File: config.mk
export PLATFORM = sky130hd
export DESIGN_NAME = mac_sequencer_flat
export DESIGN_NICKNAME = d
export VERILOG_FILES = /design/src/rtl/mac_sequencer_if.sv /design/src/rtl/mac_sequencer.sv /design/src/flat_wrapper.sv
export SDC_FILE = /design/constraint.sdc
export NUM_CORES = 1
export LEC_CHECK = 0
export CAP_MARGIN = 20
export CORE_MARGIN = 1
export CORE_UTILIZATION = 35
export DETAILED_ROUTE_END_ITERATION = 10
export DONT_BUFFER_PORTS = 1
export SYNTH_ARGS = -nofsm -noshare
export SYNTH_HDL_FRONTEND = slang
export SYNTH_SLANG_ARGS = --single-unit
File: constraint.sdc
create_clock -name clk_i -period 6.8 [get_ports clk_i]
set_input_delay 1.7 -clock clk_i [delete_from_list [all_inputs] [get_ports clk_i]]
set_output_delay 1.7 -clock clk_i [all_outputs]
set_load 0.02 [all_outputs]
File: src/rtl/mac_sequencer_if.sv
// mac_sequencer_if: bram port bundle between the MAC sequencer and its memory
interface mac_sequencer_if #(
  parameter int AW       = 4,
  parameter int WORD_LEN = 8
);
  logic                mem_ena_o;
  logic                mem_wr_ena_o;
  logic [AW-1:0]       mem_rd_addr_1_o;
  logic [AW-1:0]       mem_rd_addr_2_o;
  logic [AW-1:0]       mem_wr_addr_o;
  logic [WORD_LEN-1:0] mem_data_o;
  logic [WORD_LEN-1:0] mem_data_1_i;
  logic [WORD_LEN-1:0] mem_data_2_i;
  modport master (
    output mem_ena_o, mem_wr_ena_o, mem_rd_addr_1_o, mem_rd_addr_2_o, mem_wr_addr_o, mem_data_o,
    input  mem_data_1_i, mem_data_2_i
  );
  modport slave (
    input  mem_ena_o, mem_wr_ena_o, mem_rd_addr_1_o, mem_rd_addr_2_o, mem_wr_addr_o, mem_data_o,
    output mem_data_1_i, mem_data_2_i
  );
endinterface

File: src/rtl/mac_sequencer.sv
// mac_sequencer: streams two bram vectors through a fixed-point MAC and writes back the saturated dot product
module mac_sequencer #(
  parameter int ADDR_LEN  = 16,
  parameter int WORD_LEN  = 8,
  parameter int FRAC_BITS = 4,
  localparam int AW       = $clog2(ADDR_LEN)
) (
  input  logic                clk_i,
  input  logic                rst_i,
  input  logic                start_i,
  input  logic [AW-1:0]       a_base_i,
  input  logic [AW-1:0]       b_base_i,
  input  logic [AW-1:0]       res_addr_i,
  input  logic [AW:0]         len_i,
  output logic                busy_o,
  output logic                done_o,
  output logic [WORD_LEN-1:0] result_o,
  mac_sequencer_if.master     mem
);
  localparam int ACCW = 2*WORD_LEN+AW+1;
  typedef enum logic [2:0] {IDLE, READ, DRAIN, WRITE, DONE} state_t;
  state_t                     state_q, state_d;
  logic [AW-1:0]              a_q, a_d, b_q, b_d, w_q, w_d;
  logic [AW:0]                cnt_q, cnt_d, len_c;
  logic signed [ACCW-1:0]     acc_q, acc_d, sh;
  logic signed [2*WORD_LEN-1:0] prod;
  logic                       vld_q, vld_d, ena_q, ena_d, wr_q, wr_d, busy_q, busy_d, done_q, done_d;
  logic [WORD_LEN-1:0]        data_q, data_d, res_q, res_d, sat;

  function automatic logic [AW-1:0] inc(input logic [AW-1:0] x);
    return x == AW'(ADDR_LEN-1) ? '0 : x + 1'b1;
  endfunction

  // next-state, accumulate and saturate; the write value is taken from acc_d so the last product lands in time
  always_comb begin
    len_c   = len_i > (AW+1)'(ADDR_LEN) ? (AW+1)'(ADDR_LEN) : len_i;
    prod    = $signed(mem.mem_data_1_i) * $signed(mem.mem_data_2_i);
    acc_d   = vld_q ? acc_q + ACCW'(prod) : acc_q;
    sh      = acc_d >>> FRAC_BITS;
    sat     = (&sh[ACCW-1:WORD_LEN-1] || ~|sh[ACCW-1:WORD_LEN-1]) ? sh[WORD_LEN-1:0]
              : {sh[ACCW-1], {(WORD_LEN-1){~sh[ACCW-1]}}};
    state_d = state_q;
    a_d     = a_q;
    b_d     = b_q;
    w_d     = w_q;
    cnt_d   = cnt_q;
    vld_d   = state_q == READ;
    ena_d   = 1'b0;
    wr_d    = 1'b0;
    done_d  = 1'b0;
    data_d  = data_q;
    res_d   = res_q;
    case (state_q)
      IDLE: if (start_i) begin
        a_d     = a_base_i;
        b_d     = b_base_i;
        w_d     = res_addr_i;
        cnt_d   = len_c - 1'b1;
        acc_d   = '0;
        ena_d   = 1'b1;
        wr_d    = len_c == '0;
        data_d  = '0;
        state_d = len_c == '0 ? WRITE : READ;
      end
      READ: begin
        ena_d   = cnt_q != '0;
        state_d = cnt_q == '0 ? DRAIN : READ;
        a_d     = cnt_q == '0 ? a_q : inc(a_q);
        b_d     = cnt_q == '0 ? b_q : inc(b_q);
        cnt_d   = cnt_q == '0 ? cnt_q : cnt_q - 1'b1;
      end
      DRAIN: begin
        ena_d   = 1'b1;
        wr_d    = 1'b1;
        data_d  = sat;
        state_d = WRITE;
      end
      WRITE: begin
        res_d   = data_q;
        done_d  = 1'b1;
        state_d = DONE;
      end
      default: state_d = IDLE;
    endcase
    busy_d = state_d != IDLE;
  end

  // state and registered outputs
  always_ff @(posedge clk_i) begin
    if (rst_i) begin
      state_q <= IDLE;
      a_q     <= '0;
      b_q     <= '0;
      w_q     <= '0;
      cnt_q   <= '0;
      acc_q   <= '0;
      vld_q   <= 1'b0;
      ena_q   <= 1'b0;
      wr_q    <= 1'b0;
      busy_q  <= 1'b0;
      done_q  <= 1'b0;
      data_q  <= '0;
      res_q   <= '0;
    end else begin
      state_q <= state_d;
      a_q     <= a_d;
      b_q     <= b_d;
      w_q     <= w_d;
      cnt_q   <= cnt_d;
      acc_q   <= acc_d;
      vld_q   <= vld_d;
      ena_q   <= ena_d;
      wr_q    <= wr_d;
      busy_q  <= busy_d;
      done_q  <= done_d;
      data_q  <= data_d;
      res_q   <= res_d;
    end
  end

  assign busy_o              = busy_q;
  assign done_o              = done_q;
  assign result_o            = res_q;
  assign mem.mem_ena_o       = ena_q;
  assign mem.mem_wr_ena_o    = wr_q;
  assign mem.mem_rd_addr_1_o = a_q;
  assign mem.mem_rd_addr_2_o = b_q;
  assign mem.mem_wr_addr_o   = w_q;
  assign mem.mem_data_o      = data_q;
endmodule

File: src/flat_wrapper.sv
// flat-port wrapper written by rule: the top's interface ports become plain ports
module mac_sequencer_flat 
#(
  parameter int ADDR_LEN  = 16,
  parameter int WORD_LEN  = 8,
  parameter int FRAC_BITS = 4,
  localparam int AW       = $clog2(ADDR_LEN)
)
  (clk_i, rst_i, start_i, a_base_i, b_base_i, res_addr_i, len_i, busy_o, done_o, result_o, mem_mem_ena_o, mem_mem_wr_ena_o, mem_mem_rd_addr_1_o, mem_mem_rd_addr_2_o, mem_mem_wr_addr_o, mem_mem_data_o, mem_mem_data_1_i, mem_mem_data_2_i);
  mac_sequencer_if #(.AW(4), .WORD_LEN(WORD_LEN)) mem_i ();
  input  logic clk_i;
  input  logic rst_i;
  input  logic start_i;
  input  logic [AW-1:0] a_base_i;
  input  logic [AW-1:0] b_base_i;
  input  logic [AW-1:0] res_addr_i;
  input  logic [AW:0] len_i;
  output logic busy_o;
  output logic done_o;
  output logic [WORD_LEN-1:0] result_o;
  output wire logic [$bits(mem_i.mem_ena_o)-1:0] mem_mem_ena_o;
  output wire logic [$bits(mem_i.mem_wr_ena_o)-1:0] mem_mem_wr_ena_o;
  output wire logic [$bits(mem_i.mem_rd_addr_1_o)-1:0] mem_mem_rd_addr_1_o;
  output wire logic [$bits(mem_i.mem_rd_addr_2_o)-1:0] mem_mem_rd_addr_2_o;
  output wire logic [$bits(mem_i.mem_wr_addr_o)-1:0] mem_mem_wr_addr_o;
  output wire logic [$bits(mem_i.mem_data_o)-1:0] mem_mem_data_o;
  input wire logic [$bits(mem_i.mem_data_1_i)-1:0] mem_mem_data_1_i;
  input wire logic [$bits(mem_i.mem_data_2_i)-1:0] mem_mem_data_2_i;
  assign mem_mem_ena_o = mem_i.mem_ena_o;
  assign mem_mem_wr_ena_o = mem_i.mem_wr_ena_o;
  assign mem_mem_rd_addr_1_o = mem_i.mem_rd_addr_1_o;
  assign mem_mem_rd_addr_2_o = mem_i.mem_rd_addr_2_o;
  assign mem_mem_wr_addr_o = mem_i.mem_wr_addr_o;
  assign mem_mem_data_o = mem_i.mem_data_o;
  assign mem_i.mem_data_1_i = mem_mem_data_1_i;
  assign mem_i.mem_data_2_i = mem_mem_data_2_i;
  mac_sequencer #(.ADDR_LEN(ADDR_LEN), .WORD_LEN(WORD_LEN), .FRAC_BITS(FRAC_BITS)) u_core (.clk_i(clk_i), .rst_i(rst_i), .start_i(start_i), .a_base_i(a_base_i), .b_base_i(b_base_i), .res_addr_i(res_addr_i), .len_i(len_i), .busy_o(busy_o), .done_o(done_o), .result_o(result_o), .mem(mem_i));
endmodule
==> flow_summary.ini, run 1 <==
[critical_path]
crit_required_ns = 7.04
arrival_ns = 6.76
critical_path_buf_inv_count = 1
crit_fanout = 8
start_kind = input port
reg2regPathDepth = 20
cp_common_cell = fa_1
slowest_stage = fa_1
path_cells = nand2b_1, fa_1, fa_1, inv_1, fa_2, fa_1, fa_1, ha_2, o21ai_1, o21ai_2, nand4_1, a2111o_1, o211a_2, nor4b_2, nand4bb_1, o22a_4, a221oi_2
cpPeakStageDelay_ns = 0.58
endpoint_kind = flip-flop
critPathTopFamily = adder cells
cp.depth = 17
path_class = in -> reg

[yosys]
synth_top_area_cell = fa_1
synth_flop_cell = dfxtp_1
synth-edff-count = 0
syn_nets = 878
yosysMostFrequentCell = inv_1
syn_area_sq_mm = 0.00658
async_reset_ff_frac = 0
ys_seq_area_frac = 0.189
yosysTopAreaCellShare = 0.280
synthCells = 699
synth_common_cells = inv_1 (99), fa_1 (92), nor2_1 (68)
ys_seq_elements = 62
synth_area_leaders = fa_1 (28%), dfxtp_1 (19%), ha_1 (9.7%), inv_1 (5.6%), mux2i_1 (4.0%)
syn_avg_cell_area_sq_um = 9.41
netlist-cell-type-count = 69
yosys_warnings = 0

[placed_design]
place_congestion = 0.836
pre_cts_ws_ns = -0.149
portBuffers = 0
dpl.hpwl_um = 11300

[route]
firstDrtPassIters = 7
antenna_left = 0
num_vias = 4807
via_per_inst = 4.99
drc = 4
wl_per_cell_um = 14.3
drt-initial-drc-count = 210
wl_um = 13800

[timing]
worstMarginPinSlew_ns = 0.834
fin_crit_ns = 6.51
relSlewSlack = 0.444
fmax_ghz = 0.154
finalCritPeriodShare = 0.958
hold_ws_ns = 0.494
skew_ns = 0.00433
fin_setup_tns_ns = 0
setup_viol = 0
slew_viol_final = 0
rsz0062_at_grt = false
finalHoldViolations = 0
fin_ws_ns = 0.286

[grt]
grt_max_degree = 43
overflow = 0
first_global_vias = 4943
antenna_found_initial = 0
grt_usage = 0.152
grt_pass1_wl_um = 24000

[clock_network]
cts.sinks = 62
clk_latency_ns = 0.32
h-tree-depth = 3
cts_buffers = 9
cts_setup_buffers = 0
cts_tree = built
clk_pin_slew_worst_paths_ns = 0.05
cts_root_buf = clkbuf_16
clock_path_buffers = 2

[die]
die_area_sq_mm = 0.0194
fp.dieW_um = 139
pin_count = 68
die_y_um = 139
start_util = 0.361
core-area_sq_mm = 0.0182
rows = 49

[cells_and_area]
fill_cells = 1780
drive_above_1_share = 0.121
n_antenna_cell = 0
final_nets = 910
areaGrowthSynthToFinish_pct = 12.6

[pwr]
power.total_mw = 3.96
p_leak_nw = 3.42
peakVddDrop_v = 0.000274
p_per_area_mw_per_mm2 = 535

[status]
run_status = complete, but fails checks
violations = design-rule violations

[worst_hold_path]
holdPathStages = 2
hold_class = reg -> reg

[job]
max-cap-violations = 0
worst paths after layout:
kind                                   start                                    end  slack (ns)
setup / recovery         mem_mem_data_1_i[0]  u_core.mem.mem_data_o[6]$_SDFFE_PP0P_        0.29
hold / removal    u_core.acc_q[3]$_SDFF_PP0_             u_core.acc_q[3]$_SDFF_PP0_        0.49
setup reg to reg  u_core.acc_q[4]$_SDFF_PP0_  u_core.mem.mem_data_o[6]$_SDFFE_PP0P_        1.37
hold reg to reg   u_core.acc_q[3]$_SDFF_PP0_             u_core.acc_q[3]$_SDFF_PP0_        0.49
area by class of cell:
class | instances | area [sq um] | area share
clock buffer | 13 | 260 | 0.0351
clock inverter | 1 | 30.0 | 0.00405
inverter | 101 | 383 | 0.0517
multi-input combinational | 515 | 4880 | 0.659
sequential | 62 | 1240 | 0.168
tap | 229 | 287 | 0.0387
timing repair buffer | 42 | 328 | 0.0442
per-stage QoR:
step	cells	util	instance area, sq um
global placement	949	0.389	7080
floorplan	699	-	6590
finish	963	0.407	7410
global route	963	0.407	7410
detailed placement	949	0.389	7080
CTS	963	0.405	7370
where the power goes:
group | switching (mW) | internal, mW | total (mW)
Sequential | 0.0934 | 0.424 | 0.517
Clock | 0.154 | 0.300 | 0.453
Combinational | 1.59 | 1.40 | 2.99
flip-flops by register name (all words and copies together) (netlist names):
name                        cells
u_core.mem.mem_data_o           8
u_core.vld_q                    1
u_core.busy_o                   1
u_core.cnt_q                    5
u_core.result_o                 8
u_core.acc_q                   21
u_core.mem.mem_wr_ena_o         1
u_core.state_q                  3
u_core.mem.mem_ena_o            1
u_core.mem.mem_rd_addr_1_o      4
u_core.mem.mem_rd_addr_2_o      4
u_core.mem.mem_wr_addr_o        4
u_core.done_o                   1
repair_timing:
item                                   CTS  global route
setup endpoints to repair                0             7
hold buffers                             0             0
endpoints found under the hold margin    0             0
gates resized for setup                  0            11
per-layer routing:
metal / part of all wire / vias to the layer above / GRT usage
met4: 0.0056 / 0 / 0.0240
met5: 0 / - / 0
met1: 0.46 / 2329 / 0.199
met2: 0.49 / 94 / 0.257
li1: - / 2377 / -
met3: 0.048 / 7 / 0.0380
kinds of logic (layout without fill, tap and decap cells):
logic type               after synthesis  in the layout  synth area share
AND/OR/NAND/NOR                      220            220             0.170
adder cells (fa/ha/maj)              143            143             0.377
buffers and inverters                122            157            0.0763
AO/OA/AOI/OAI                        108            108             0.124
flip-flops                            62             62             0.189
multiplexers                          27             27            0.0413
XOR/XNOR                              17             17            0.0226
worst register-to-register path: stages, from the launching register on:
cell	delay (ns)
dfxtp_1	0.32
inv_1	0.07
fa_1	0.53
inv_1	0.05
fa_1	0.46
ha_1	0.29
inv_1	0.05
fa_1	0.53
inv_1	0.04
ha_1	0.28
ha_1	0.25
fa_1	0.47
a211oi_2	0.23
nor2_2	0.10
o211a_1	0.29
nor3_2	0.22
nor2_1	0.10
a2111oi_4	0.34
nand2_2	0.14
o22a_4	0.32
a221oi_2	0.26
cells in the final DEF (no fill, tap or decap), types with 4 or more instances in the layout:
| master | n |
|---|---|
| o21ai_0 | 12 |
| mux2i_1 | 26 |
| nor3_1 | 8 |
| dfxtp_1 | 62 |
| ha_1 | 50 |
| a22oi_1 | 4 |
| a311oi_1 | 4 |
| clkbuf_16 | 9 |
| nand3_1 | 7 |
| and3_1 | 6 |
| a211oi_1 | 10 |
| nand2b_1 | 4 |
| a21oi_1 | 29 |
| nand2_1 | 50 |
| buf_4 | 41 |
| a21o_1 | 5 |
| inv_1 | 99 |
| nor2_1 | 68 |
| and2_1 | 36 |
| nor2b_1 | 6 |
| fa_1 | 91 |
| a221oi_2 | 7 |
| nor4_1 | 4 |
| xnor2_1 | 16 |
| a31oi_1 | 6 |
(Power assumes the default switching activity.)
==> run 2: changes to the inputs <==
Settings changed: CORE_MARGIN 1 to 2.
==> run 2 against run 1 <==
Compared with the run above:
- the flow now finishes without violations
- combinational power about the same
- global-route usage fell by 0.42 points
- clock power shrank 8.2%
- flip-flop and latch count unchanged
- sequential share of layout area hardly changed
- cell count up 0.93%
- fmax shrank 0.82%
- hold slack improved by 0.0054 ns
- non-clock buffer count up 2
==> flow_summary.ini, run 2 (synthesis results as in run 1) <==
[route]
num_vias = 4791
wl_um = 13700
wl_per_cell_um = 14.0
drc = 0
antenna_left = 0
drt-initial-drc-count = 162
via_per_inst = 4.93
firstDrtPassIters = 4

[cells_and_area]
n_antenna_cell = 0
final_cells = 972
largest_register_ffs = 21
mostFrequentLayoutCells = inv_1 (99), fa_1 (92), nor2_1 (67)
final_common_cell = inv_1
final_core_util = 0.398
drive_above_1_share = 0.122
final_nets = 912
fill_cells = 1865
areaGrowthSynthToFinish_pct = 12.4
top_register = u_core.acc_q

[die]
die_area_sq_mm = 0.0199
fp.dieW_um = 141
core-area_sq_mm = 0.0186
rows = 50
start_util = 0.354
pin_count = 68
die_y_um = 141

[timing]
skew_ns = 0.00405
slew_viol_final = 0
hold_ws_ns = 0.499
fin_crit_ns = 6.57
finalHoldViolations = 0
worstMarginPinSlew_ns = 0.878
setup_viol = 0
fin_ws_ns = 0.233
relSlewSlack = 0.415
fmax_ghz = 0.152
finalCritPeriodShare = 0.966

[status]
run_status = finished, final reports clean

[pwr]
sw_frac_of_total = 0.467
p_seq_frac = 0.132
p_leak_nw = 3.43
internal_power_mw = 2.09
peakVddDrop_v = 0.000292
power.total_mw = 3.92
p_switching_mw = 1.83
clockPowerShare = 0.106
pwr-share-comb = 0.762
p_per_area_mw_per_mm2 = 530

[grt]
grt_max_degree = 43
first_global_vias = 4938
grt_usage = 0.148
overflow = 0
grt_pass1_wl_um = 24100
antenna_found_initial = 0

[placed_design]
dpl.hpwl_um = 11200
portBuffers = 0
place_congestion = 0.831
pre_cts_ws_ns = -0.137
placed_cells = 955

[critical_path]
path_class = in -> reg
reg2reg_slack_ns = 1.43
arrival_ns = 6.81
crit_fanout = 8
crit_required_ns = 7.04
start_kind = input port
endpoint_kind = flip-flop

[clock_network]
hold_buffers = 0
cts_buffers = 9
clk_latency_ns = 0.33
clk_pin_slew_worst_paths_ns = 0.05
cts_tree = built
cts.sinks = 62
clock_path_buffers = 2
h-tree-depth = 3
cts_root_buf = clkbuf_16

[job]
max-cap-violations = 0

[worst_hold_path]
hold_class = reg -> reg
==> run 2: cell count changes in the layout (fill, tap and decap cells not counted), sizes merged <==
| cell | previous run | this run |
|---|---|---|
| buf | 42 | 44 |
| bufinv | 1 | 0 |
| clkbuf | 13 | 12 |
| clkinv | 1 | 4 |
| clkinvlp | 1 | 2 |
==> run 2: power by group through the flow <==
stage          clock, mW  combinational, mW  sequential (mW)
2_1_floorplan          0               2.15            0.503
3_3_place_gp           0               2.93            0.524
3_5_place_dp           0               2.96            0.524
4_1_cts            0.429               2.97            0.517
5_1_grt            0.444               3.39            0.525
6_report           0.416               2.98            0.515
==> run 2: metal layers <==
| metal | vias up | track usage | wire length [um] |
|---|---|---|---|
| met5 | - | 0 | 0 |
| met4 | 0 | 0.0268 | 104 |
| li1 | 2388 | - | - |
| met1 | 2319 | 0.206 | 6570 |
| met2 | 75 | 0.238 | 6450 |
| met3 | 9 | 0.0343 | 523 |
==> run 2: final cells by class <==
cell class	instances	area, sq um	area share
clock inverters	4	22.5	0.00305
flip-flops and latches	62	1240	0.168
multi-input cells	515	4870	0.658
inverters	101	383	0.0518
clock buffers	12	246	0.0333
repair buffers	44	343	0.0464
well taps	234	293	0.0396
==> run 2: through the flow <==
step	setup TNS, ns	instance area [sq um]
after floorplan	0	6590
after global placement	-0.601	7090
after detailed placement	-0.749	7090
after CTS	0	7360
after global routing	-0.0758	7400
final	0	7400
==> run 2: worst paths after layout <==
kind / startpoint / end / cells past startpoint
max reg2reg: u_core.acc_q[4]$_SDFF_PP0_ / u_core.mem.mem_data_o[6]$_SDFFE_PP0P_ / 20
min reg2reg: u_core.acc_q[2]$_SDFF_PP0_ / u_core.acc_q[2]$_SDFF_PP0_ / 2
max: mem_mem_data_1_i[0] / u_core.mem.mem_data_o[6]$_SDFFE_PP0P_ / 17
min: u_core.acc_q[2]$_SDFF_PP0_ / u_core.acc_q[2]$_SDFF_PP0_ / 2
==> run 2: timing repair <==
action / 4_1_cts / 5_1_grt
gates resized for setup: 0 / 7
endpoints found under the setup margin: 0 / 7
buffers inserted: 0 / 1
endpoints found under the hold margin: 0 / 0
==> run 2: critical path, cell delays in order <==
cell and delay (ns):
nand2b_1 0.15, fa_1 0.52, fa_1 0.55, inv_1 0.05, fa_1 0.56, fa_1 0.45, fa_1 0.47, ha_1 0.32
o21ai_1 0.10, o21ai_2 0.20, nand4_1 0.16, a2111o_1 0.44, o211a_2 0.16, nor4b_2 0.27, nand4bb_1 0.16, o22a_4 0.29
a221oi_2 0.26
